<file path="config.mk">
export PLATFORM = sky130hd
export DESIGN_NAME = encoder_7to3
export DESIGN_NICKNAME = d
export VERILOG_FILES = /design/src/rtl/encoder_7to3.sv
export SDC_FILE = /design/constraint.sdc
export NUM_CORES = 1
export LEC_CHECK = 0
export ABC_CLOCK_PERIOD_IN_PS = 6400
export CAP_MARGIN = 30
export CELL_PAD_IN_SITES_DETAIL_PLACEMENT = 0
export CELL_PAD_IN_SITES_GLOBAL_PLACEMENT = 1
export CORE_MARGIN = 1.5
export CORE_UTILIZATION = 47
export CTS_BUF_LIST = sky130_fd_sc_hd__clkbuf_16
export DETAILED_ROUTE_END_ITERATION = 8
export GPL_TIMING_DRIVEN = 0
export PLACE_DENSITY = 0.92
export SETUP_SLACK_MARGIN = 0.5
export SYNTH_ARGS = -nofsm -noshare
export SYNTH_HDL_FRONTEND = slang
export SYNTH_SLANG_ARGS = --single-unit
</file>
<file path="constraint.sdc">
create_clock -name clk -period 6.4 [get_ports clk]
set_clock_uncertainty 0.1 [all_clocks]
set_input_delay 1.6 -clock clk [delete_from_list [all_inputs] [get_ports clk]]
set_output_delay 1.6 -clock clk [all_outputs]
set_load 0.01 [all_outputs]
</file>
<file path="src/rtl/encoder_7to3.sv">
// encoder_7to3 -- debounced 7-line priority-free key encoder with handshake.
//
// Seven active-low request lines are synchronised, checked for a single
// asserted line, debounced for DEBOUNCE cycles and then presented as a 3-bit
// binary code that is held until the consumer acknowledges it. A held key
// yields exactly one code; simultaneous presses are rejected with an err pulse.
//
// Ports:
//   clk        rising-edge clock for all state
//   rst        synchronous, active-high reset
//   En         enable; gates acceptance of new requests (never drops a held code)
//   e0..e6     request lines, active-low, asynchronous to clk
//   ack        consumer acknowledge, honoured only while valid=1
//   b0,b1,b2   registered code of accepted line, b0 = MSB; 111 when valid=0
//   valid      registered; high while b0..b2 carry an unacknowledged code
//   err        registered single-cycle pulse on a rejected multi-line press
module encoder_7to3 #(
    parameter int unsigned DEBOUNCE = 4
) (
    input  logic clk,
    input  logic rst,
    input  logic En,
    input  logic e0,
    input  logic e1,
    input  logic e2,
    input  logic e3,
    input  logic e4,
    input  logic e5,
    input  logic e6,
    input  logic ack,
    output logic b0,
    output logic b1,
    output logic b2,
    output logic valid,
    output logic err
);

    typedef enum logic [1:0] {
        S_IDLE,
        S_DEBOUNCE,
        S_HOLD,
        S_RELEASE
    } state_t;

    localparam logic [7:0] CNT_LAST = 8'(DEBOUNCE - 1);
    localparam logic [2:0] NO_CODE  = 3'b111;

    logic [6:0] e_raw;
    logic [6:0] sync1;
    logic [6:0] sync2;

    state_t     state, state_d;
    logic [7:0] cnt, cnt_d;
    logic [6:0] cap_vec, cap_vec_d;
    logic [2:0] cap_code, cap_code_d;
    logic [2:0] out_code, out_code_d;
    logic       valid_q, valid_d;
    logic       err_q, err_d;
    // Set after an err pulse; blocks further err and captures until every
    // line has been seen released, so one sustained chord reports once.
    logic       err_block, err_block_d;

    logic [6:0] low_vec;
    logic       all_high;
    logic [2:0] n_low;
    logic [2:0] line_code;
    logic       single_low;
    logic       multi_low;

    assign e_raw = {e6, e5, e4, e3, e2, e1, e0};

    // Line analysis on the synchronised vector (lines are active-low).
    always_comb begin
        low_vec   = ~sync2;
        all_high  = &sync2;
        n_low     = '0;
        line_code = '0;
        for (int unsigned i = 0; i < 7; i++) begin
            n_low = n_low + {2'b00, low_vec[i]};
            if (low_vec[i]) begin
                line_code = 3'(i);
            end
        end
        single_low = (n_low == 3'd1);
        multi_low  = (n_low >= 3'd2);
    end

    always_ff @(posedge clk) begin
        if (rst) begin
            sync1     <= '1;
            sync2     <= '1;
            state     <= S_IDLE;
            cnt       <= '0;
            cap_vec   <= '1;
            cap_code  <= NO_CODE;
            out_code  <= NO_CODE;
            valid_q   <= 1'b0;
            err_q     <= 1'b0;
            err_block <= 1'b0;
        end else begin
            sync1     <= e_raw;
            sync2     <= sync1;
            state     <= state_d;
            cnt       <= cnt_d;
            cap_vec   <= cap_vec_d;
            cap_code  <= cap_code_d;
            out_code  <= out_code_d;
            valid_q   <= valid_d;
            err_q     <= err_d;
            err_block <= err_block_d;
        end
    end

    always_comb begin
        state_d     = state;
        cnt_d       = cnt;
        cap_vec_d   = cap_vec;
        cap_code_d  = cap_code;
        out_code_d  = out_code;
        valid_d     = valid_q;
        err_d       = 1'b0;
        err_block_d = err_block;

        if (all_high) begin
            err_block_d = 1'b0;
        end

        case (state)
            S_IDLE: begin
                if (En && !err_block) begin
                    if (single_low) begin
                        cap_vec_d  = sync2;
                        cap_code_d = line_code;
                        cnt_d      = '0;
                        state_d    = S_DEBOUNCE;
                    end else if (multi_low) begin
                        err_d       = 1'b1;
                        err_block_d = 1'b1;
                    end
                end
            end

            S_DEBOUNCE: begin
                if (En && (sync2 == cap_vec)) begin
                    if (cnt == CNT_LAST) begin
                        valid_d    = 1'b1;
                        out_code_d = cap_code;
                        state_d    = S_HOLD;
                    end else begin
                        cnt_d = cnt + 8'd1;
                    end
                end else begin
                    cnt_d   = '0;
                    state_d = S_IDLE;
                end
            end

            S_HOLD: begin
                if (ack) begin
                    valid_d    = 1'b0;
                    out_code_d = NO_CODE;
                    state_d    = S_RELEASE;
                end
            end

            S_RELEASE: begin
                if (all_high) begin
                    state_d = S_IDLE;
                end
            end

            default: begin
                state_d    = S_IDLE;
                valid_d    = 1'b0;
                out_code_d = NO_CODE;
            end
        endcase
    end

    assign b0    = out_code[2];
    assign b1    = out_code[1];
    assign b2    = out_code[0];
    assign valid = valid_q;
    assign err   = err_q;

endmodule

</file>
After elaboration in Yosys (flattened, before gate mapping)
Index checks and enable logic that the tools add are counted.

cells by class
  mux-type cells = 32
  bitwise logic cells = 3
  reductions and logical operators = 12
  add/sub/neg operators = 7
  equal/unequal tests = 14
  order comparisons = 1

operators with widths
  cell                                                                    count
  8-bit 2-to-1 mux                                                        4
  3-bit 2-to-1 mux                                                        8
  8-bit case mux with 2 select lines                                      1
  3-bit by 1-bit adder with 3-bit output                                  4
  2-bit 2-to-1 mux                                                        6
  2-bit inequality test (second input constant)                           6
  1-bit 2-to-1 mux                                                        10
  8-bit by 1-bit adder with 8-bit output (second input constant)          1
  8-bit by 2-bit equality test with 1-bit output (second input constant)  1
  2-bit case mux with 4 select lines                                      1
  4-bit AND reduction                                                     2
  7-bit equality test                                                     1
  7-bit NOT                                                               1
  7-bit AND reduction                                                     1
  3-bit inequality test (second input constant)                           2
  3-bit case mux with 2 select lines                                      1
  5-bit AND reduction                                                     1
  2-bit equality test (second input constant)                             2
  2-bit nonzero test                                                      2
  4-bit OR reduction                                                      1
  2-bit by 1-bit adder with 3-bit output                                  1
  3-bit by 1-bit equality test with 1-bit output (second input constant)  1
  3-bit by 2-bit >= comparator with 1-bit output (second input constant)  1
  3-bit AND reduction                                                     1
  other kinds (7)                                                         9

word-level totals
  logic and storage cells = 79
  output and inout bits = 5
  input bits = 11
  flip-flop bits (word level) = 40

Depth between registers and ports, before layout
Gate-level depths: netlist (run 1).

  depth after elaboration = 12
  depth in mapped cells = 10
  gate-level depth less buffers = 10

Worst setup path before layout (run 1)
OpenSTA, ideal clock, no wires.

  path type = flip-flop to flip-flop
  from = reg sync2[0]
  to = reg cnt[2]
  data required time = 6.228 ns
  cell stages (with the launch flop) = 11
  data arrival time = 3.244 ns
  clock period less this slack = 3.416 ns
  path buffers = 0
  library setup time = 0.072 ns
  slack = 2.984 ns
  cell sequence = dfxtp_1 > fa_1 > inv_1 > fa_1 > fa_1 > fa_1 > nor2_1 > a41o_1 > nand2_1 > or3_2 > a21oi_1

between the ends
  word-level cells in the longest chain between the ends = 10
  elaborated cells on any way between the ends = 15
  those cells by class = add/sub: 6; eq/ne: 4; mux: 2; bitwise: 1; reduce/logical: 2

RTL lines
  item                                                 RTL line  source
  from (decl)                                          50        logic [6:0] sync2;
  from (signal assigned)                               102       sync2 <= sync1;
  7-bit NOT                                            74        low_vec = ~sync2;
  1-bit by 1-bit adder with 2-bit output               79        n_low = n_low + {2'b00, low_vec[i]};
  2-bit by 1-bit adder with 3-bit output               79
  3-bit by 1-bit adder with 3-bit output (4 in a row)  79
  3-bit by 1-bit equality test with 1-bit output       84        single_low = (n_low == 3'd1);
  2-bit inequality test (no source line)               --
  4-bit AND reduction (no source line)                 --
  to (signal assigned)                                 104       cnt <= cnt_d;
  to (decl)                                            53        logic [7:0] cnt, cnt_d;

Parallel ways exist; a longest one is shown, timed or not.
A chain may end at the register's enable or synchronous reset.

Final worst setup path (run 1)
  from = reg sync2[0]
  to = reg cnt[0]

Same word-level chain as after synthesis.

==> results of run 1 <==
-- final cells by class --
cell class                      count  area, sq um
Timing Repair Buffer               15        150.1
Tap cell                           48        60.06
Sequential cell                    40        800.8
Inverter                           11        41.29
Multi-Input combinational cell    121        890.9
Buffer                              6        28.78
Clock inverter                      3        37.54
Fill cell                         315         1499
Clock buffer                        5        125.1
-- routing by layer --
| layer | vias up | track usage, % | part of all wire, % |
|---|---|---|---|
| met3 | 7 | 5.458 | 2.8 |
| li1 | 657 | - | - |
| met5 | - | 0 | 0 |
| met1 | 611 | 18.29 | 40 |
| met2 | 25 | 35.94 | 55 |
| met4 | 0 | 9.574 | 1.8 |
-- path summary, 6_finish.rpt --
check / from / to / slack (ns)
min reg2reg: sync1[1]$_SDFF_PP1_ / sync2[1]$_SDFF_PP1_ / 0.30
max: sync2[0]$_SDFF_PP1_ / cnt[0]$_SDFFE_PP0P_ / 2.74
max reg2reg: sync2[0]$_SDFF_PP1_ / cnt[0]$_SDFFE_PP0P_ / 2.74
min: sync1[1]$_SDFF_PP1_ / sync2[1]$_SDFF_PP1_ / 0.30
-- worst reg2reg max path, cell delays in order (launching register included) --
cell and delay [ns]:
dfxtp_1 0.35, fa_1 0.54, inv_1 0.05, fa_1 0.45, fa_1 0.39, fa_1 0.43, nor2_1 0.29, a41oi_1 0.31
or3_2 0.53, a21oi_1 0.14
-- cells by family after synthesis --
logic type / after synthesis / synth area share (%)
AND/OR/NAND/NOR: 73 / 25.85
XOR/XNOR: 12 / 5.966
buffers and inverters: 17 / 3.977
AO/OA/AOI/OAI: 30 / 12.78
flip-flops: 40 / 45.45
adder cells (fa/ha/maj): 6 / 5.966
-- cell usage after synthesis, drive strengths merged, types with 2 or more instances --
master / n / share of area, %
dfxtp: 40 / 45
nor2: 20 / 4.4
or2: 14 / 5.0
inv: 11 / 2.3
xnor2: 10 / 5.0
a211o: 9 / 4.5
a21oi: 7 / 2.0
nand2: 7 / 1.5
nand4: 6 / 2.1
nor2b: 6 / 2.1
clkbuf: 5 / 1.1
fa: 4 / 4.5
o21ai: 4 / 1.1
o21bai: 4 / 1.7
nand3: 3 / 0.85
nor3: 3 / 0.85
nor3b: 3 / 1.3
ha: 2 / 1.4
nor4b: 2 / 2.7
or3: 2 / 0.85
xor2: 2 / 0.99
-- sequential cells by signal, summed over array words and instances (netlist names), named ones only --
| name | count |
|---|---|
| cap_code | 3 |
| cap_vec | 7 |
| cnt | 8 |
| err | 1 |
| err_block | 1 |
| out_code | 3 |
| state | 1 |
| sync1 | 7 |
| sync2 | 7 |
| valid | 1 |
-- power by group --
group	switching, mW	internal, mW
Clock	0.0897	0.181
Combinational	0.0504	0.0409
Sequential	0.0131	0.267
Total	0.153	0.489
-- per-stage QoR --
stage / hold slack [ns] / std cells
global route: 0.3223 / 249
floorplan: 0.2895 / 178
finish: 0.3042 / 249
detailed placement: 0.2932 / 241
CTS: 0.3058 / 249
global placement: 0.2911 / 241
==> results.yml, run 1 <==
drt:
  drt_iter0_markers: 49
  wl_um: 3324
  dr.pass1.iters: 4
  drc: 0
  antenna_left: 0
  num_vias: 1300
  routedWlPerCell_um: 13.35
  viasPerCell: 5.221
yosys:
  synth_cell_types: 38
  synth_seq_area_share_pct: 45.45
  synth_area_per_cell_sq_um: 9.897
  synth_nets: 195
  synthesis.yosys.warnings: 0
  async_flop_share_pct: 0
  synth_edf_count: 0
  syn_area_sq_um: 1762
  synth_seq_cells: 40
  synthCells: 178
  synthFlopType: "dfxtp_1"
pwr:
  p_per_area_nw_per_um2: 300.9
  power.leakage_nw: 0.8694
  power_mw: 0.6422
  worst_ir_drop_vdd_mv: 0.1538
global_routing:
  grt_max_degree: 13
  grtUsageTotal_pct: 18.91
  antenna_found_initial: 0
  grt_overflow: 0
  grt_pass1_wl_um: 5871
  grt_pass1_vias: 1352
clock_tree:
  cts_resized: 0
  hold_buffers: 0
  post_cts_buffers: 0
  insertion_delay_ns: 0.28
  htreeDepth: 2
  clock_sinks: 40
  clkTransAtPathRegs_ns: 0.05
  cts_buffers: 5
  cts_buffer_depth: 2
  cts-root-buf: "clkbuf_16"
  cts_tree: "yes"
timing:
  setup_viol: 0
  maxSlewHeadroom_pct: 62.44
  fin_ws_ns: 2.744
  rsz0062_at_grt: "no"
  hold_viol: 0
  drv_slew: 0
  fin_setup_tns_ns: 0
  tightest_slew_ns: 0.5596
  fmax_mhz: 273.5
  layout_min_cycle_time_ns: 3.656
  period_share_pct: 57.12
run:
  max_cap_violations: 0
setup_path:
  required_ns: 6.51
  cpLargestDelayFamily: "adder cells"
  max_stage_delay_ns: 0.54
  startpoint_type: "flop"
  path_common_cell: "fa_1"
  cp-end-kind: "flop"
  cpMaxStageDelayCell: "fa_1"
  cp_cell_sequence: "fa_1, inv_1, fa_1, fa_1, fa_1, nor2_1, a41oi_1, or3_2, a21oi_1"
  critPathBufInv: 1
  reg2regPathDepth: 9
  worstPathArrival_ns: 3.76
  crit_type: "reg2reg"
  critical_path.max_fanout: 6
  cp.depth: 9
placed_design:
  dpl_cell_area_sq_um: 1972
  dp_slack_ns: 2.756
  io_buffers: 15
  place_congestion: 0.7789
  hpwl_um: 2493
floorplan:
  die_h_um: 64.23
  coreArea_sq_um: 3633
  floorplan.initialDensity_pct: 48.48
  die_width_um: 64.23
  row_count: 22
  io_pins: 16
  die_area_sq_um: 4125
layout:
  areaGrowthSynthToFinish_pct: 21.16
  stdcell_area_sq_um: 2135
  antennaDiodeCount: 0
  final_nets: 217
  final_cell_mix: "dfxtp_1, nor2_1, clkdlybuf4s50_1"
  layout_commonest_cell: "dfxtp_1"
  drive_gt1_share_pct: 14.43
  final_util_pct: 58.75
outcome:
  status: "complete, no violations"
hold_path:
  whs_path_depth: 1
  hold_class: "reg2reg"
Note: power is estimated with default switching activity, not from simulation.
==> inputs of run 2 (changes only) <==
Settings changed: ABC_CLOCK_PERIOD_IN_PS 6400 to 3500, CORE_UTILIZATION 47 to 44, PLACE_DENSITY 0.92 to 0.87.
Clock period 6.4 ns to 3.5 ns, I/O delays scaled along.
==> results.yml, run 2 (synthesis gave the netlist of run 1 again) <==
layout:
  antennaDiodeCount: 0
  drive_gt1_share_pct: 25.71
  largest_reg_flops: 8
  final_nets: 226
  regMostFlops: "cnt"
  layout_commonest_cell: "dfxtp_1"
  final_cell_mix: "dfxtp_1, nor2_1, clkdlybuf4s50_1"
  instances_no_fill: 258
  areaGrowthSynthToFinish_pct: 32.24
  stdcell_area_sq_um: 2330
  final_util_pct: 62.23
pwr:
  swShare_pct: 24.87
  power.leakage_nw: 0.9574
  p_per_area_nw_per_um2: 531.8
  power_switching_mw: 0.3081
  clkPwrFrac_pct: 40.4
  p_seq_share_pct: 41.4
  p_int_mw: 0.9309
  worst_ir_drop_vdd_mv: 0.3694
  pwr-share-comb_pct: 18.2
floorplan:
  die_h_um: 66.28
  row_count: 22
  coreArea_sq_um: 3744
  die_width_um: 66.28
  floorplan.initialDensity_pct: 47.06
  die_area_sq_um: 4392
  io_pins: 16
setup_path:
  startpoint_type: "flop"
  cp_cell_sequence: "fa_1, inv_1, fa_1, fa_2, fa_1, nor2_4, nand4_1, clkbuf_8, a221o_1"
  crit_type: "reg2reg"
  max_stage_delay_ns: 0.53
  cpMaxStageDelayCell: "fa_1"
  critical_path.max_fanout: 10
  critPathBufInv: 2
  required_ns: 3.56
  cp-end-kind: "flop"
  worstPathArrival_ns: 3.40
  path_common_cell: "fa_1"
  cpLargestDelayFamily: "adder cells"
timing:
  layout_min_cycle_time_ns: 3.344
  drv_slew: 0
  fin_ws_ns: 0.1560
  hold_viol: 0
  fmax_mhz: 299.0
  rsz0062_at_grt: "yes"
  setup_viol: 0
  period_share_pct: 95.54
  tightest_slew_ns: 0.4564
  maxSlewHeadroom_pct: 69.51
placed_design:
  io_buffers: 15
  hpwl_um: 2365
  place_congestion: 0.8607
  dpl_cell_area_sq_um: 2004
  dp.cells: 241
  dp_slack_ns: -0.04489
clock_tree:
  hold_buffers: 0
  clkTransAtPathRegs_ns: 0.06
  cts_buffers: 5
  cts_tree: "yes"
  clock_sinks: 40
  insertion_delay_ns: 0.28
  htreeDepth: 2
  cts-root-buf: "clkbuf_16"
  cts_buffer_depth: 2
global_routing:
  grt_overflow: 0
  grt_pass1_wl_um: 5823
  grt_max_degree: 13
  grt_pass1_vias: 1306
  antenna_found_initial: 0
  grtUsageTotal_pct: 17.75
drt:
  antenna_left: 0
  drc: 0
  dr.pass1.iters: 4
  num_vias: 1366
  viasPerCell: 5.295
  wl_um: 3473
  drt_iter0_markers: 101
  routedWlPerCell_um: 13.46
outcome:
  status: "complete, no violations"
hold_path:
  hold_class: "reg2reg"
run:
  max_cap_violations: 0
[run 2: cell count changes in the layout (fill, tap and decap cells not counted), sizes merged]
| cell | change |
|---|---|
| buf | +9 |
[run 2: routing by layer]
| metal | GRT usage (%) | vias to the layer above | share of wire, % |
|---|---|---|---|
| li1 | - | 673 | - |
| met1 | 20.57 | 666 | 45 |
| met2 | 29.88 | 23 | 50 |
| met3 | 6.303 | 4 | 4.6 |
| met4 | 6.633 | 0 | 0.81 |
| met5 | 0 | - | 0 |
[run 2: final cells by class]
type / count / area (sq um)
plain buffers: 6 / 48.80
clock buffers: 5 / 125.1
clock inverters: 3 / 37.54
fillers: 320 / 1414
inverters: 11 / 41.29
multi-input cells: 121 / 977.2
flip-flops and latches: 40 / 807.0
well taps: 48 / 60.06
repair buffers: 24 / 232.7
[run 2: what timing repair did]
action	4_1_cts	5_1_grt
pin swaps	7	6
endpoints found under the setup margin	19	21
resized for setup	13	7
buffers inserted	7	2
gates cloned	0	0
[run 2: metrics by stage]
| stage | hold slack [ns] | setup TNS (ns) | power (mW) |
|---|---|---|---|
| final | 0.3079 | 0 | 1.239 |
| after global routing | 0.3221 | 0 | 1.293 |
| after CTS | 0.3085 | 0 | 1.225 |
| after detailed placement | 0.2972 | -0.06270 | 0.7007 |
| after global placement | 0.2920 | 0 | 0.6916 |
| after floorplan | 0.2894 | 0 | 0.6526 |
[run 2: worst register-to-register path, delay by kind of cell (launching register included)]
kind	cells	cell delay [ns]
AO/OA/AOI/OAI	1	0.32
AND/OR/NAND/NOR	2	0.38
flip-flops	1	0.34
buffers and inverters	2	0.29
adder cells (fa/ha/maj)	4	1.81
[run 2: power groups by stage]
stage	Clock (mW)	Combinational [mW]	Sequential (mW)
after floorplan	0	0.136	0.517
after global placement	0	0.171	0.521
after detailed placement	0	0.178	0.523
after CTS	0.506	0.207	0.512
after global routing	0.533	0.244	0.516
final	0.501	0.226	0.513
[run 2: worst paths after layout]
kind,from,end,slack (ns),cells past startpoint
max,sync2[0]$_SDFF_PP1_,cap_code[0]$_SDFFE_PP1P_,0.16,9
min,sync1[2]$_SDFF_PP1_,sync2[2]$_SDFF_PP1_,0.31,1
max reg2reg,sync2[0]$_SDFF_PP1_,cap_code[0]$_SDFFE_PP1P_,0.16,9
min reg2reg,sync1[2]$_SDFF_PP1_,sync2[2]$_SDFF_PP1_,0.31,1
